===== config.mk =====
export PLATFORM = sky130hd
export DESIGN_NAME = argmax_classifier
export DESIGN_NICKNAME = d
export VERILOG_FILES = /design/src/rtl/argmax_classifier.sv
export SDC_FILE = /design/constraint.sdc
export NUM_CORES = 1
export LEC_CHECK = 0
export ABC_AREA = 1
export CORE_AREA = 2 2 120 64
export CTS_BUF_LIST = sky130_fd_sc_hd__clkbuf_8 sky130_fd_sc_hd__clkbuf_16
export DETAILED_ROUTE_END_ITERATION = 6
export DIE_AREA = 0 0 122 66
export GPL_ROUTABILITY_DRIVEN = 0
export GPL_TIMING_DRIVEN = 1
export PLACE_DENSITY = 0.75
export SYNTH_ARGS = -nofsm -noshare
export SYNTH_HDL_FRONTEND = slang
export SYNTH_SLANG_ARGS = --single-unit

===== constraint.sdc =====
create_clock -name clock -period 1.9 [get_ports clock]
set_input_delay 0.38 -clock clock [delete_from_list [all_inputs] [get_ports clock]]
set_output_delay 0.38 -clock clock [all_outputs]
set_load 0.1 [all_outputs]

===== src/rtl/argmax_classifier.sv =====
// argmax_classifier: final stage of the MNIST inference pipeline.
// Streams one frame of NUM_CLASSES signed scores, one per input transfer, and
// presents the index and value of the largest score on a valid/ready output.
// Ties keep the lowest index. frame_count tallies delivered results.
module argmax_classifier #(
   parameter int NUM_CLASSES = 10,
   parameter int IDX_W       = 4,
   parameter int CNT_W       = 16,
   parameter int FEAT_W      = 16
) (
   input  logic              clock,
   input  logic              reset_n,
   input  logic              features_in_valid,
   output logic              features_in_ready,
   input  logic [FEAT_W-1:0] features_in_features,
   output logic              result_valid,
   input  logic              result_ready,
   output logic [IDX_W-1:0]  result_class,
   output logic [FEAT_W-1:0] result_score,
   output logic [CNT_W-1:0]  frame_count
);

   typedef enum logic {
      S_RECV,
      S_HOLD
   } state_t;

   state_t             state;
   state_t             state_next;
   logic [IDX_W-1:0]   elem_idx;
   logic [IDX_W-1:0]   best_idx;
   logic [FEAT_W-1:0]  best_score;
   logic [IDX_W-1:0]   cand_idx;
   logic [FEAT_W-1:0]  cand_score;
   logic               in_xfer;
   logic               out_xfer;
   logic               last_elem;

   assign last_elem = (elem_idx == IDX_W'(NUM_CLASSES - 1));

   // State register.
   always_ff @(posedge clock or negedge reset_n) begin
      if (!reset_n) begin
         state <= S_RECV;
      end else begin
         state <= state_next;
      end
   end

   // Next state, handshake decode and running-best candidate (including the
   // element being accepted this cycle).
   always_comb begin
      state_next        = state;
      features_in_ready = 1'b0;
      in_xfer           = 1'b0;
      out_xfer          = 1'b0;
      cand_idx          = best_idx;
      cand_score        = best_score;
      unique case (state)
         S_RECV: begin
            features_in_ready = 1'b1;
            in_xfer           = features_in_valid;
            if (in_xfer) begin
               if ((elem_idx == '0) ||
                   ($signed(features_in_features) > $signed(best_score))) begin
                  cand_idx   = elem_idx;
                  cand_score = features_in_features;
               end
               if (last_elem) begin
                  state_next = S_HOLD;
               end
            end
         end
         S_HOLD: begin
            out_xfer = result_ready;
            if (out_xfer) begin
               state_next = S_RECV;
            end
         end
         default: begin
            state_next = S_RECV;
         end
      endcase
   end

   // Datapath: running best, element counter, result registers, frame count.
   always_ff @(posedge clock or negedge reset_n) begin
      if (!reset_n) begin
         elem_idx     <= '0;
         best_idx     <= '0;
         best_score   <= '0;
         result_valid <= 1'b0;
         result_class <= '0;
         result_score <= '0;
         frame_count  <= '0;
      end else begin
         if (in_xfer) begin
            best_idx   <= cand_idx;
            best_score <= cand_score;
            if (last_elem) begin
               elem_idx     <= '0;
               result_class <= cand_idx;
               result_score <= cand_score;
               result_valid <= 1'b1;
            end else begin
               elem_idx <= elem_idx + IDX_W'(1);
            end
         end
         if (out_xfer) begin
            result_valid <= 1'b0;
            frame_count  <= frame_count + CNT_W'(1);
         end
      end
   end

endmodule


# Yosys cells after proc, flatten, opt, wreduce, memory -nomap -nowiden

Index checks and enable logic that the tools add are counted.

Word-level logic and storage cells: 36
Memories kept: 0
Bits in latches: 0
Input bits: 20
Bits in registers: 62
Output and inout port bits: 38
ROM bits: 0
Memory bits (writable): 0

Bitwise logic cells: 1
Reduce and logical (&&, ||, !) cells: 6
Shifts and indexed selects: 0
Multiply operators: 0
Magnitude comparators: 1
Equality and inequality tests: 1
$add $sub $neg: 2
Div/mod/pow operators: 0
Mux-type cells: 17

Operator list:

| operator                                      | count |
|---|---|
| 2-to-1 mux 16 bit                             | 3 |
| adder 16 x 1 -> 16 bit, second input constant | 1 |
| greater-than comparator 16 bit                | 1 |
| 2-to-1 mux 4 bit                              | 4 |
| 2-to-1 mux 1 bit                              | 9 |
| adder 4 x 1 -> 4 bit, second input constant   | 1 |
| equality test 4 bit, second input constant    | 1 |
| logical NOT 4 bit                             | 1 |
| AND reduction 2 bit                           | 2 |
| nonzero test 2 bit                            | 2 |
| one-hot mux 1 bit (2 select lines)            | 1 |
| logical OR 1 bit                              | 1 |
| NOT 1 bit                                     | 1 |

# Longest topological paths before layout

Depth in word-level cells: 5
Mapped depth: 19
Mapped depth without buffers: 18

# Least setup slack after synthesis

No wires, ideal clock.

Path type: reg2reg
From: register frame_count[2]
To: register frame_count[15]
Slack: -0.467 ns
Arrival time: 2.209 ns
Setup time: 0.158 ns
Data required time: 1.742 ns
Stages on the path, launching flop included: 9
Buffers on the path: 0
Clock period less this slack: 2.367 ns
Path through: dfrtp_1 nand2_1 nor3_4 nand3_2 nor2_4 nand3_4 nor3_4 nand4_1 xnor2_1

Cells in the longest elaborated chain, start to end: 1

RTL lines:

| what                   | line | source |
|---|---|---|
| start, declared        | 20   | `output logic [CNT_W-1:0] frame_count` |
| start signal, assigned | 111  | `frame_count <= frame_count + CNT_W'(1);` |
| adder 16 x 1 -> 16 bit | 111  |  |

No other way between the ends.
A chain may end at the register's enable or synchronous reset.

# Final worst setup path

From: register best_score[9]
To: register result_score[6]

Cells in the longest elaborated chain, start to end: 5

RTL lines:

| what                           | line | source |
|---|---|---|
| start, declared                | 32   | `logic [FEAT_W-1:0] best_score;` |
| start signal, assigned         | 99   | `best_score <= cand_score;` |
| greater-than comparator 16 bit | 65   | `($signed(features_in_features) > $signed(best_score))) begin` |
| logical OR 1 bit               | 64   | `if ((elem_idx == '0) \|\|` |
| 2-to-1 mux 16 bit              | 64   |  |
| 2-to-1 mux 16 bit              | 63   | `if (in_xfer) begin` |
| 2-to-1 mux 16 bit              | 59   | `unique case (state)` |
| end signal, assigned           | 103  | `result_score <= cand_score;` |
| end, declared                  | 19   | `output logic [FEAT_W-1:0] result_score,` |

No other way between the ends.

==> flow_summary.toml <==
[yosys]
async_reset_ff_share_pct = 100
syn-instance-count = 361
synth_cell_types = 31
synth_area_leaders = "dfrtp_1 48%, nand2_1 10%, ha_1 6.6%, inv_1 6.2%, nand3_1 5.3%"
ys_warn_count = 0
synth_edf_count = 0
avgSynthCellArea_um2 = 8.96
synth_top_cell_by_area = "dfrtp_1"
synthFlopType = "dfrtp_1"
ys_ff_latch = 62
seq_area_frac_synth_pct = 48.0
syn_area_mm2 = 0.00323
synth_top_cell_area_share_pct = 48.0
syn_nets = 398

[floorplan]
num_rows = 22
io-pin-count = 58
die_w_um = 122
dieArea_mm2 = 0.00805
start_util_pct = 46.1
core_area_mm2 = 0.00702
die_y_um = 66

[placement]
io_buffers = 57
hpwl_mm = 5.31

[layout]
layout_commonest_cell = "nand2_1"
final_core_util_pct = 77.3
syn2layout_area_growth_pct = 67.8
n_antenna_cell = 0
layout_common_cells = "59 x nand2_1, 55 x dfrtp_1, 44 x buf_4, 41 x inv_1"
nets = 507
drive_gt1_share_pct = 50.7

[clocking]
h-tree-depth = 3
cts_tree = "built"
insertion_delay_ps = 340
clk_pin_slew_worst_paths_ps = 50
cts_hold_buf = 0
clock_path_buffers = 2
numCtsBuffers = 9
clock_sinks = 62
cts-root-buf = "clkbuf_16"

[global_route]
antenna_found_initial = 0
grt_util_all_layers_pct = 23.6
grt_pass1_wl_mm = 14.1
globalRouteOverflowTotal = 0
grt_max_degree = 63
grt_pass1_vias = 2976

[detailed_routing]
viasPerCell = 4.91
drtIter0Drc = 222
drt_pass1_iterations = 4
route.detailed.drc = 0
vias = 2802
wirelength_mm = 8.71
ant_nets = 0
wl_per_cell_um = 15.2

[timing]
fmax_mhz = 498
fin_crit_ps = 2010
setup_ws_ps = -107
fin_worst_skew_ps = 4.27
setup_viol = 40
fin_crit_sh_pct = 106
rsz0062_at_grt = "true"
tns_ps = -3480
tightest_slew_ps = 429
relSlewSlack_pct = 71.4
hold_viol_final = 0
whs_ps = 44.3
drv_slew = 0

[critical_path]
cp-start-kind = "register"
crit_path_end_kind = "register"
path_class = "reg -> reg"
worst_ep_arrival_time_ps = 2280
crit_required_ps = 2170
path_max_fanout = 7
r2r_cells = 16

[worst_hold_path]
min_path_type = "in -> async"

[power_and_ir_drop]
power.ir.vdd_worst_mv = 1.50
p_leak_uw = 0.00272
power_density_mw_per_mm2 = 1960

[run]
max-cap-violations = 0

[outcome]
run_status = "finished with violations"
violations = "negative setup slack"
==> Yosys cell counts, types with 2 or more instances <==
library cell	number
nand2_1	88
dfrtp_1	62
inv_1	53
nand3_1	34
and2_1	19
ha_1	17
nand3_2	12
nor2_1	11
xor2_1	11
a21oi_1	7
inv_2	6
buf_2	5
nand2_2	4
nand4_1	4
xnor2_1	4
nor3_2	3
nor3_4	3
o21ai_0	3
clkbuf_1	2
o21ai_1	2
==> layout make-up <==
| type | count | area, um^2 |
|---|---|---|
| Multi-Input combinational cell | 230 | 1820 |
| Timing Repair Buffer | 108 | 1350 |
| Inverter | 59 | 221 |
| Clock inverter | 7 | 123 |
| Fill cell | 451 | 1590 |
| Tap cell | 96 | 120 |
| Clock buffer | 9 | 225 |
| Sequential cell | 62 | 1570 |
==> stage by stage <==
step           instances  instance area (um^2)  total power, uW  worst slack [ps]
2_1_floorplan        361                  3260             5540             -15.5
3_3_place_gp         535                  4490             7290              -529
3_5_place_dp         535                  4490             7400              -614
4_1_cts              561                  5160            10100             -73.2
5_1_grt              571                  5430            11200              -223
6_report             571                  5430            10600              -107
==> per-layer routing <==
metal	share of wire [%]	GRT usage (%)	vias to the layer above	wire [um]
met5	0	0	-	0
met4	1.7	9.77	0	147
met3	8.1	7.93	17	704
met2	47	36.5	87	4090
met1	43	30.7	1356	3770
li1	-	-	1342	-
==> worst max-delay path, stage by stage, from the launching register on <==
cell     delay [ps]
dfrtp_1         370
inv_2            80
ha_4            200
nand2_2          60
nand2_1          50
nand3_1          70
nand2_1          70
a21oi_2         180
nand2_2          70
nand2_2          90
nand3_2         100
nand2_4         150
nand2_8          90
buf_12          160
nand2_4          60
nand3_2          70
nand2_1          80
==> flip-flops by register name, summed over array words and instances (netlist names) <==
name and count:
frame_count 16, elem_idx 4, best_score 16, state 1, result_class 4, result_score 16, best_idx 4, result_valid 1
==> where the power goes <==
part           total [uW]  switching, uW  internal, uW
Clock                1890            604          1280
Sequential           2260            408          1850
Combinational        6500           3860          2640
Total               10600           4880          5770
==> kinds of logic (layout without fill, tap and decap cells) <==
| logic type | after synthesis | count (layout) | synth area share, % |
|---|---|---|---|
| buffers and inverters | 69 | 183 | 9.05 |
| AOI/OAI and AO/OA | 15 | 15 | 2.55 |
| xor gates and xnor gates | 15 | 15 | 4.06 |
| and+or+nand+nor | 183 | 183 | 29.8 |
| DFF | 62 | 62 | 48.0 |
| adders and majority gates | 17 | 17 | 6.58 |
==> timing repair <==
| action | CTS | global route |
|---|---|---|
| pin swaps | 25 | 26 |
| cloned | 2 | 0 |
| setup endpoints to repair | 40 | 42 |
| buffers inserted | 8 | 10 |
| gates resized for setup | 85 | 51 |
==> worst paths after layout <==
check,startpoint,end,slack [ps]
worst max-delay path,best_score[9]$_DFFE_PN0P_,result_score[6]$_DFFE_PN0P_,-110
worst min-delay path,reset_n,result_score[7]$_DFFE_PN0P_,40
worst max register to register,best_score[9]$_DFFE_PN0P_,result_score[6]$_DFFE_PN0P_,-110
worst min register to register,best_idx[0]$_DFFE_PN0P_,best_idx[0]$_DFFE_PN0P_,510
max in group asynchronous,reset_n,frame_count[0]$_DFFE_PN0P_,1540
min in group clock,result_ready,state$_DFF_PN0_,270
Note: power is estimated with default switching activity, not from simulation.
